**src/rtl/vsync_separator.sv**
```systemverilog
// -----------------------------------------------------------------------------
// vsync_separator
//   Recovers vertical sync from PAL composite sync. Low pulses on the
//   synchronised csync are classified as broad or short by width. A train of
//   BROAD_COUNT consecutive broad pulses asserts VSYNC. The block also reports
//   field identity, line count within the field and a lock flag.
//
// Ports
//   clk          in   system clock (100 MHz)
//   reset        in   asynchronous, active-high reset
//   comp_sync    in   raw composite sync, asynchronous (2-FF synchronised here)
//   hsync_in     in   reconstructed HSYNC, active low, clk domain
//   vsync_out    out  reconstructed VSYNC, active low
//   field_id     out  0 = field starts on a line boundary, 1 = starts mid-line
//   line_number  out  hsync falling edges since last VSYNC entry, saturating
//   locked       out  high after two consecutive fields with a valid line count
//
// Configuration
//   VSYNC_LINE_COUNT_EN  defined:   line counter built; lock needs the
//                                   LINES_MIN..LINES_MAX window on two fields.
//                        undefined: line_number tied to 0; lock sets on the
//                                   second VSYNC entry since reset/timeout.
// -----------------------------------------------------------------------------
module vsync_separator #(
    parameter int unsigned BROAD_MIN    = 2000,
    parameter int unsigned BROAD_COUNT  = 3,
    parameter int unsigned HALF_LINE    = 3200,
    parameter int unsigned EDGE_TIMEOUT = 8000,
    parameter int unsigned LINES_MIN    = 310,
    parameter int unsigned LINES_MAX    = 315
) (
    input  logic       clk,
    input  logic       reset,
    input  logic       comp_sync,
    input  logic       hsync_in,
    output logic       vsync_out,
    output logic       field_id,
    output logic [9:0] line_number,
    output logic       locked
);

    localparam int unsigned WIDTH_W = 12;
    localparam int unsigned GAP_W   = 13;
    localparam int unsigned IDLE_W  = 13;
    localparam int unsigned LINE_W  = 10;
    localparam int unsigned BCNT_W  = 4;
    // An empty line window can never produce a valid field, so lock is withheld.
    localparam bit          WINDOW_VALID = (LINES_MIN <= LINES_MAX);

    typedef enum logic [1:0] {
        ST_SEARCH,
        ST_VIDEO,
        ST_ARM,
        ST_VSYNC
    } state_t;

    // ---------------------------------------------------------------- state
    logic               sync1_q, sync1_d;
    logic               sync2_q, sync2_d;
    logic               csync_prev_q, csync_prev_d;
    logic               hsync_prev_q, hsync_prev_d;
    logic [WIDTH_W-1:0] width_q, width_d;
    logic [GAP_W-1:0]   gap_q, gap_d;
    logic [GAP_W-1:0]   fall_gap_q, fall_gap_d;
    logic [IDLE_W-1:0]  idle_q, idle_d;
    logic [BCNT_W-1:0]  bcnt_q, bcnt_d;
    state_t             state_q, state_d;
    logic               vsync_q, vsync_d;
    logic               field_q, field_d;
    logic               locked_q, locked_d;
    logic               have_prev_q, have_prev_d;
    logic               ever_locked_q, ever_locked_d;
`ifdef VSYNC_LINE_COUNT_EN
    localparam int unsigned GOOD_W = 2;
    logic [LINE_W-1:0]  line_q, line_d;
    logic [GOOD_W-1:0]  good_q, good_d;
`endif

    // ---------------------------------------------------------------- strobes
    logic              cs_fall_c;
    logic              cs_rise_c;
    logic              hs_fall_c;
    logic              is_broad_c;
    logic              entry_c;
    logic              timeout_c;
    logic [BCNT_W-1:0] bcnt_inc_c;

    // Next-state logic for all registers
    always_comb begin
        sync1_d       = comp_sync;
        sync2_d       = sync1_q;
        csync_prev_d  = sync2_q;
        hsync_prev_d  = hsync_in;
        width_d       = width_q;
        gap_d         = gap_q;
        fall_gap_d    = fall_gap_q;
        idle_d        = idle_q;
        bcnt_d        = bcnt_q;
        state_d       = state_q;
        vsync_d       = vsync_q;
        field_d       = field_q;
        locked_d      = locked_q;
        have_prev_d   = have_prev_q;
        ever_locked_d = ever_locked_q;
`ifdef VSYNC_LINE_COUNT_EN
        line_d        = line_q;
        good_d        = good_q;
`endif

        cs_fall_c  = csync_prev_q & ~sync2_q;
        cs_rise_c  = ~csync_prev_q & sync2_q;
        hs_fall_c  = hsync_prev_q & ~hsync_in;
        is_broad_c = (width_q >= WIDTH_W'(BROAD_MIN));
        bcnt_inc_c = bcnt_q + BCNT_W'(1);
        entry_c    = 1'b0;
        timeout_c  = 1'b0;

        // Low-pulse width; the falling-edge clear wins over the increment
        if (cs_fall_c) begin
            width_d = '0;
        end else if (!sync2_q && (width_q != {WIDTH_W{1'b1}})) begin
            width_d = width_q + WIDTH_W'(1);
        end

        // Distance from the last hsync; snapshot at each csync falling edge so
        // the broad pulse's start position is known when it is classified
        if (hs_fall_c) begin
            gap_d = '0;
        end else if (gap_q != {GAP_W{1'b1}}) begin
            gap_d = gap_q + GAP_W'(1);
        end
        if (cs_fall_c) begin
            fall_gap_d = gap_q;
        end

        // Cycles since last csync falling edge, held at the timeout value
        if (cs_fall_c) begin
            idle_d = '0;
        end else if (idle_q < IDLE_W'(EDGE_TIMEOUT)) begin
            idle_d = idle_q + IDLE_W'(1);
        end
        timeout_c = !cs_fall_c && (idle_q == IDLE_W'(EDGE_TIMEOUT - 1));

        // Pulse classification FSM, advanced on each csync rising edge
        if (cs_rise_c) begin
            case (state_q)
                ST_SEARCH: begin
                    if (is_broad_c) begin
                        bcnt_d  = BCNT_W'(1);
                        state_d = ST_ARM;
                    end
                end
                ST_VIDEO: begin
                    if (is_broad_c) begin
                        field_d = (fall_gap_q >= GAP_W'(HALF_LINE));
                        bcnt_d  = BCNT_W'(1);
                        state_d = ST_ARM;
                    end
                end
                ST_ARM: begin
                    if (is_broad_c) begin
                        bcnt_d = bcnt_inc_c;
                        if (bcnt_inc_c >= BCNT_W'(BROAD_COUNT)) begin
                            state_d = ST_VSYNC;
                            vsync_d = 1'b0;
                            entry_c = 1'b1;
                        end
                    end else begin
                        state_d = ever_locked_q ? ST_VIDEO : ST_SEARCH;
                    end
                end
                default: begin
                    if (!is_broad_c) begin
                        vsync_d = 1'b1;
                        state_d = ST_VIDEO;
                    end
                end
            endcase
        end

`ifdef VSYNC_LINE_COUNT_EN
        // Line counter; the VSYNC-entry clear wins over a coincident hsync
        if (entry_c) begin
            line_d = '0;
        end else if (hs_fall_c && (line_q != {LINE_W{1'b1}})) begin
            line_d = line_q + LINE_W'(1);
        end

        // Field-length check at VSYNC entry; the first entry has no prior field
        if (entry_c) begin
            have_prev_d = 1'b1;
            if (have_prev_q) begin
                if (WINDOW_VALID && (line_q >= LINE_W'(LINES_MIN)) &&
                    (line_q <= LINE_W'(LINES_MAX))) begin
                    if (good_q != GOOD_W'(2)) begin
                        good_d = good_q + GOOD_W'(1);
                    end
                    if (good_q != '0) begin
                        locked_d = 1'b1;
                    end
                end else begin
                    good_d   = '0;
                    locked_d = 1'b0;
                end
            end
        end
`else
        // Without a line count, the second VSYNC entry is enough to lock
        if (entry_c) begin
            have_prev_d = 1'b1;
            if (have_prev_q && WINDOW_VALID) begin
                locked_d = 1'b1;
            end
        end
`endif

        ever_locked_d = ever_locked_q | locked_d;

        // Loss of csync overrides everything; line count is left untouched
        if (timeout_c) begin
            state_d       = ST_SEARCH;
            vsync_d       = 1'b1;
            locked_d      = 1'b0;
            have_prev_d   = 1'b0;
            ever_locked_d = 1'b0;
            bcnt_d        = '0;
`ifdef VSYNC_LINE_COUNT_EN
            good_d        = '0;
`endif
        end
    end

    // State registers; csync synchroniser and hsync delay reset to idle-high
    always_ff @(posedge clk or posedge reset) begin
        if (reset) begin
            sync1_q       <= 1'b1;
            sync2_q       <= 1'b1;
            csync_prev_q  <= 1'b1;
            hsync_prev_q  <= 1'b1;
            width_q       <= '0;
            gap_q         <= '0;
            fall_gap_q    <= '0;
            idle_q        <= '0;
            bcnt_q        <= '0;
            state_q       <= ST_SEARCH;
            vsync_q       <= 1'b1;
            field_q       <= 1'b0;
            locked_q      <= 1'b0;
            have_prev_q   <= 1'b0;
            ever_locked_q <= 1'b0;
`ifdef VSYNC_LINE_COUNT_EN
            line_q        <= '0;
            good_q        <= '0;
`endif
        end else begin
            sync1_q       <= sync1_d;
            sync2_q       <= sync2_d;
            csync_prev_q  <= csync_prev_d;
            hsync_prev_q  <= hsync_prev_d;
            width_q       <= width_d;
            gap_q         <= gap_d;
            fall_gap_q    <= fall_gap_d;
            idle_q        <= idle_d;
            bcnt_q        <= bcnt_d;
            state_q       <= state_d;
            vsync_q       <= vsync_d;
            field_q       <= field_d;
            locked_q      <= locked_d;
            have_prev_q   <= have_prev_d;
            ever_locked_q <= ever_locked_d;
`ifdef VSYNC_LINE_COUNT_EN
            line_q        <= line_d;
            good_q        <= good_d;
`endif
        end
    end

    assign vsync_out = vsync_q;
    assign field_id  = field_q;
    assign locked    = locked_q;
`ifdef VSYNC_LINE_COUNT_EN
    assign line_number = line_q;
`else
    assign line_number = LINE_W'(0);
`endif

endmodule

```
**config.mk**
```make
export PLATFORM = sky130hd
export DESIGN_NAME = vsync_separator
export DESIGN_NICKNAME = d
export VERILOG_FILES = /design/src/rtl/vsync_separator.sv
export SDC_FILE = /design/constraint.sdc
export NUM_CORES = 1
export LEC_CHECK = 0
export BUFFER_PORTS_ARGS = -buffer_cell sky130_fd_sc_hd__buf_2
export CORE_UTILIZATION = 60
export CTS_BUF_LIST = sky130_fd_sc_hd__clkbuf_4
export CTS_CLUSTER_DIAMETER = 200
export CTS_CLUSTER_SIZE = 12
export DETAILED_ROUTE_END_ITERATION = 16
export GPL_ROUTABILITY_DRIVEN = 0
export GPL_TIMING_DRIVEN = 0
export HOLD_SLACK_MARGIN = 0.05
export PLACE_DENSITY = 0.78
export SLEW_MARGIN = 10
export SYNTH_ARGS = -nofsm -noshare
export SYNTH_HDL_FRONTEND = slang
export SYNTH_SLANG_ARGS = --single-unit
export TNS_END_PERCENT = 50
```
**constraint.sdc**
```tcl
create_clock -name clk -period 2.68 [get_ports clk]
set_clock_uncertainty 0.1 [all_clocks]
set_input_delay 0.67 -clock clk [delete_from_list [all_inputs] [get_ports clk]]
set_output_delay 0.67 -clock clk [all_outputs]
set_load 0.05 [all_outputs]
```
==> metrics.md, run 1 <==
| Metric | Value |
|---|---|
| Status | complete, no violations |
| Row count | 25 |
| Reg2reg path depth | 5 |
| Crit end category | output port |
| DRT iter0 DRCs | 165 |
| Initial antenna violation count | 0 |
| CP startpoint kind | register |
| Die Y | 74.2 um |
| P&R area growth vs syn | 9.27% |
| EDFF count, synth | 0 |
| Total gr overflow | 0 |
| Routed wire length | 6250 um |
| Critical R2R Capture | have_prev_q |
| Int Pwr | 0.00121 W |
| R2R Path Start | csync_prev_q |
| Global Route Usage Sum | 26.3% |
| Hold WS | 0.232 ns |
| Post_cts resized | 0 |
| Ant diodes | 0 |
| CP bufs+invs | 1 |
| DRC | 0 |
| Max-slew violations | 0 |
| Final ANT Viol Nets | 0 |
| Flop pwr share | 57.0% |
| Initial cell density of the core | 64.2% |
| # port buffers | 6 |
| Yosys Warn Count | 0 |
| Clock power share | 32.2% |
| Crit share post-route | 74.8% |
| Hold WC Path Type | in2reg |
| Yosys reg bits | 59 |
| Crit path kind | reg2out |
| Gate power share | 10.8% |
| Clock Path Buffers | 2 |
| Pin count of the biggest net entering global routing | 35 |
| # IOs | 17 |
| Die ar. | 5510 um^2 |
| First-pass GRT wire length | 10900 um |
| Syn Area/Cell | 9.72 um^2 |
| FFs w/ async S/R, synth | 100% |
| Maximum capacitance violations | 0 |
| Inserted Clock Buffers | 9 |
| Hold_buf cts | 0 |
| Slowest cell on the critical path | dfstp_2 |
| Critical path's largest stage delay | 0.55 ns |
| Vias in the first global route | 2421 |
| Seq/Total Area, Yosys | 47.4% |
| Post-Synthesis Cells | 322 |
| Fillers | 378 |
| Fraction of layout cells with a size suffix above 1 | 15.8% |
| Endpoints failing setup | 0 |
| DRT Pass-1 Iters | 5 |
| Max-slew headroom | 52.3% |
| Start point of the critical path | vsync_out |
| Switch Pwr | 0.000560 W |
| Maximum vdd drop | 0.389 mV |
| Crit path arrival time | 1.24 ns |
| Dpl cell area | 3300 um^2 |
| CP Cell Sequence | buf_2 |
| Clk_lat worst skew | 0.43 ns |
| CP top delay family | flip-flops |
| CTS Root Cell | clkbuf_4 |
| Vias | 2565 |
| Worst hold start | comp_sync |
| Unrepaired setup endpoints after global routing | false |
| Footprint of the multi-input gates | 1520 um^2 |
| Tmin final | 2.01 ns |
| Slew @ Worst Pin | 0.714 ns |
| Worst-path clk slew | 0.12 ns |
| Place WS | 0.839 ns |
| Core area | 4880 um^2 |
| Power density cells | 517 nW/um^2 |
| CTS HTree Levels | 3 |
| Leakage | 1.51 nW |
| CTS tree | built |
| Worst hold path endpoint | sync1_q |
| Switching Fraction | 31.7% |
| Storage element area | 1480 um^2 |
| Final Worst Setup Slack | 0.674 ns |
| DP Wirelength | 4400 um |
| Post-route design area | 3420 um^2 |
| Final nets | 359 |
| Die width | 74.2 um |
| Total Power | 0.00177 W |
| Synth cell types | 60 |
| Post-synth top flop | dfrtp_1 |
| Mapped cell area | 3130 um^2 |
| Worst hold path cell count | 1 |
| WL/cell | 14.8 um |
| Vias per cell | 6.09 |
| Fmax | 0.499 GHz |
| Final hold vios | 0 |
| Clock sinks | 59 |
| Req. time, crit path | 1.91 ns |
| R2r setup slk | 0.82 ns |
| Post-CTS Setup Inserts | 0 |
| Worst Path Max Fanout | 2 |
==> state kept, by name, summed over array words and instances, names as in the netlist <==
| register | count |
|---|---|
| bcnt_q | 4 |
| csync_prev_d | 1 |
| csync_prev_q | 1 |
| ever_locked_q | 1 |
| fall_gap_q | 6 |
| field_id | 1 |
| gap_q | 13 |
| have_prev_q | 1 |
| hsync_prev_q | 1 |
| idle_q | 13 |
| locked | 1 |
| state_q | 2 |
| sync1_q | 1 |
| vsync_out | 1 |
| width_q | 12 |
==> Yosys cell counts, types with 6 or more instances <==
cell     instances  area [um^2]
a21oi_1         20          100
a31oi_1         12         75.1
and3_1           6         37.5
buf_4           10         75.1
dfrtp_1         54         1350
ha_1             6         75.1
inv_1           13         48.8
nand2_1         33          124
nand3_1         10         50.1
nand4_1          6         37.5
nor2_1          23         86.3
nor3_1           9         45.0
o21ai_0          8         40.0
o21ai_1          6         30.0
o31ai_1          7         52.6
or3_1            6         37.5
xor2_1           6         52.6
==> final cells by class <==
type	count	area share [%]
Buffer	18	3.26
Timing Repair Buffer	7	1.46
Tap cell	67	2.45
Sequential cell	59	43.3
Inverter	13	1.43
Multi-Input combinational cell	241	44.5
Clock buffer	9	1.98
Clock inverter	7	1.61
==> worst max path at each step <==
stage,endpoint,slack [ns],cells past startpoint
3_5_place_dp,idle_q[3],0.84,4
3_3_place_gp,bcnt_q[1],-0.25,2
4_1_cts,vsync_out,0.67,1
5_1_grt,vsync_out,0.64,1
6_report,vsync_out,0.67,1
2_1_floorplan,bcnt_q[0],0.46,1
==> cells by family (layout without fill, tap and decap cells) <==
family                     after synthesis  count (layout)  share of synthesized area (%)
AOI/OAI and AO/OA                       85              85                           18.9
xor gates and xnor gates                 9               9                           2.52
adders and majority gates                6               6                           2.40
buffers and inverters                   31              54                           5.12
DFF                                     59              59                           47.4
muxes                                    1               1                          0.320
other                                    1              10                          0.120
and+or+nand+nor                        130             130                           23.3
==> routing by layer <==
layer / global-route usage, % / routed length, um
met2: 41.0 / 2930
met4: 14.7 / 141
met1: 35.1 / 2970
met5: 0 / 0
met3: 4.34 / 212
==> power groups by stage <==
stage	sequential (W)	combinational [W]	clock, W
2_1_floorplan	0.00101	0.000160	0
3_3_place_gp	0.00102	0.000183	0
3_5_place_dp	0.00102	0.000192	0
4_1_cts	0.00101	0.000192	0.000576
5_1_grt	0.00102	0.000223	0.000604
6_report	0.00101	0.000191	0.000570
==> cells in the final DEF (no fill, tap or decap), types with 5 or more instances in the layout <==
cell	n
a31oi_1	12
and4_1	5
nand4_1	6
o21ai_1	6
nand2_1	33
o21ai_0	8
o31ai_1	7
buf_2	11
clkbuf_4	9
nor2_1	23
or4_1	5
xor2_1	6
nand3_1	10
dfrtp_1	54
ha_1	6
conb_1	10
dfstp_2	5
clkinvlp_4	5
or3_1	6
a21oi_1	20
and3_1	6
buf_4	10
inv_1	12
nor3_1	9
==> per-stage QoR <==
step	util, %	instances	TNS [ns]
5_1_grt	70.1	421	0
3_5_place_dp	67.6	405	0
3_3_place_gp	67.2	404	-13.43
6_report	70.1	421	0
2_1_floorplan	-	331	0
4_1_cts	70.1	421	0
Power figures use the tool's default switching activity.
==> run 2: changes to the inputs <==
--- a/config.mk
+++ b/config.mk
@@ -5,6 +5,7 @@
 export SDC_FILE = /design/constraint.sdc
 export NUM_CORES = 1
 export LEC_CHECK = 0
+export ABC_AREA = 1
 export BUFFER_PORTS_ARGS = -buffer_cell sky130_fd_sc_hd__buf_2
 export CORE_UTILIZATION = 60
 export CTS_BUF_LIST = sky130_fd_sc_hd__clkbuf_4
==> constraint.sdc (replaced) <==
create_clock -name clk -period 1.95 [get_ports clk]
set_clock_uncertainty 0.1 [all_clocks]
set_input_delay 0.4875 -clock clk [delete_from_list [all_inputs] [get_ports clk]]
set_output_delay 0.4875 -clock clk [all_outputs]
set_load 0.05 [all_outputs]
==> metrics.md, run 2 <==
| Metric | Value |
|---|---|
| Most frequent cells in the layout | nand2_1, dfrtp_1, inv_1 |
| Synth cell types | 38 |
| Routed wire length | 6980 um |
| # IOs | 17 |
| Yosys Warn Count | 0 |
| Int Pwr | 0.00185 W |
| Die ar. | 6070 um^2 |
| Total gr overflow | 0 |
| Gate power share | 14.3% |
| Hold WS | 0.0666 ns |
| Leakage | 1.81 nW |
| Worst-path clk slew | 0.10 ns |
| Fillers | 462 |
| Largest registers | gap_q (13), idle_q (13), width_q (12) |
| Post-route design area | 3810 um^2 |
| Max-slew violations | 0 |
| Unrepaired setup endpoints after global routing | false |
| # port buffers | 6 |
| Req. time, crit path | 2.14 ns |
| CP startpoint kind | register |
| Endpoints failing setup | 0 |
| Vias | 2959 |
| Row count | 27 |
| Yosys reg bits | 59 |
| CTS HTree Levels | 3 |
| Post-synth top area cell | dfrtp_1 |
| Crit share post-route | 91.9% |
| Crit path kind | reg2reg |
| Pin count of the biggest net entering global routing | 60 |
| Core area | 5540 um^2 |
| FFs w/ async S/R, synth | 100% |
| DRT Pass-1 Iters | 5 |
| Most common cell after layout, fill and taps aside | nand2_1 |
| Reg2reg path depth | 8 |
| Final nets | 493 |
| Vias per cell | 5.29 |
| R2R Path Start | width_q[0] |
| CTS Root Cell | clkbuf_4 |
| Top-count cell post-synth | nand2_1 |
| Die Y | 77.9 um |
| First-pass GRT wire length | 12100 um |
| Maximum vdd drop | 0.663 mV |
| Switch Pwr | 0.000783 W |
| Commonest cells post-synth | nand2_1, dfrtp_1, inv_1 |
| Initial antenna violation count | 0 |
| Vias in the first global route | 2857 |
| Flop pwr share | 53.3% |
| Final ANT Viol Nets | 0 |
| Tmin final | 1.79 ns |
| Global Route Usage Sum | 25.2% |
| WL/cell | 12.5 um |
| Power density cells | 691 nW/um^2 |
| Switching Fraction | 29.8% |
| Fraction of layout cells with a size suffix above 1 | 18.3% |
| Initial cell density of the core | 62.4% |
| Worst Path Max Fanout | 7 |
| Syn Area/Cell | 7.66 um^2 |
| Setup TNS after final layout | 0 ns |
| DRC | 0 |
| Maximum capacitance violations | 0 |
| CTS tree | built |
| # placed instances | 538 |
| Worst hold start | comp_sync |
| Critical R2R Capture | width_q[9] |
| Worst hold path endpoint | sync1_q |
| Fmax | 0.558 GHz |
| Clock sinks | 59 |
| Hold WC Path Type | in2reg |
| Die width | 77.9 um |
| Synth top area share | 39.1% |
| Post-Synthesis Cells | 451 |
| Ranking of synthesized cells by area | dfrtp_1, nand2_1, inv_1, nand3_1, o21ai_0 |
| R2r setup slk | 0.16 ns |
| Post-synth top flop | dfrtp_1 |
| Worst hold path cell count | 1 |
| EDFF count, synth | 0 |
| Ant diodes | 0 |
| Inserted Clock Buffers | 9 |
| Seq/Total Area, Yosys | 42.9% |
| P&R area growth vs syn | 10.2% |
| Cell Count, Final, Fillers Out | 559 |
| Clock power share | 32.5% |
| Crit path arrival time | 1.98 ns |
| Clock Path Buffers | 2 |
| Crit end category | register |
| DRT iter0 DRCs | 195 |
| DP Wirelength | 4990 um |
| Dpl cell area | 3610 um^2 |
| Status | complete, no violations |
| Mapped cell area | 3450 um^2 |
| Clk_lat worst skew | 0.41 ns |
| Final hold vios | 0 |
==> run 2: worst max-delay path: stages, from the launching register on <==
cell and delay, ns:
dfrtp_1 0.41, ha_2 0.24, inv_1 0.08, nor2_1 0.18, nand4_1 0.17, nand2_2 0.15
nand2_2 0.12, inv_2 0.12, o21ai_0 0.10
==> run 2: how the worst max path moves through the flow <==
stage                           from    endpoint  slack, ns  depth (start not counted)
after global routing        gap_q[0]    gap_q[0]      0.009                          6
after global placement    width_q[0]  width_q[3]       0.15                          9
after CTS                  idle_q[0]  idle_q[10]       0.09                          8
final                     width_q[0]  width_q[9]       0.16                          8
after detailed placement   idle_q[0]  idle_q[10]       0.09                          8
after floorplan            idle_q[0]  idle_q[10]       0.35                          8
==> run 2: metal layers <==
metal / track usage, % / routed length [um] / part of all wire, %
met5: 0 / 0 / 0
met4: 13.2 / 127 / 1.8
met3: 4.12 / 234 / 3.4
met2: 42.1 / 3290 / 47
met1: 31.1 / 3330 / 48
==> run 2: final cells by class <==
class	instances	area [um^2]	area share, %
Multi-Input combinational cell	326	1690	44.3
Sequential cell	59	1480	38.9
Inverter	59	228	5.98
Buffer	16	103	2.69
Timing Repair Buffer	12	90.1	2.37
Tap cell	72	90.1	2.37
Clock buffer	11	82.6	2.17
Clock inverter	4	43.8	1.15
==> run 2: through the flow <==
stage          power [W]  setup WS [ns]  util (%)
3_3_place_gp     0.00175          0.151      65.2
2_1_floorplan    0.00169          0.354         -
3_5_place_dp     0.00177         0.0949      65.2
5_1_grt          0.00277        0.00897      68.7
4_1_cts          0.00261         0.0858      67.5
6_report         0.00263          0.157      68.7
==> run 2: timing repair <==
action	in CTS	in global routing
buffers inserted	0	4
endpoints found under the setup margin	0	13
resized for setup	0	4
hold endpoints to repair	0	16
hold buffers	0	1
==> run 2: power by group through the flow <==
stage | Clock (W) | Combinational, W | Sequential (W)
after global routing | 0.000923 | 0.000433 | 0.00141
after global placement | 0 | 0.000326 | 0.00142
after floorplan | 0 | 0.000278 | 0.00141
final | 0.000855 | 0.000375 | 0.00140
after detailed placement | 0 | 0.000338 | 0.00143
after CTS | 0.000867 | 0.000340 | 0.00140
==> run 2: logic make-up after synthesis <==
group	Yosys count	synth area share (%)
buffers and inverters	75	9.45
adder cells (fa/ha/maj)	6	2.17
other	1	0.109
XOR/XNOR	5	1.27
AND/OR/NAND/NOR	244	34.3
flip-flops	59	42.9
AO/OA/AOI/OAI	61	9.74
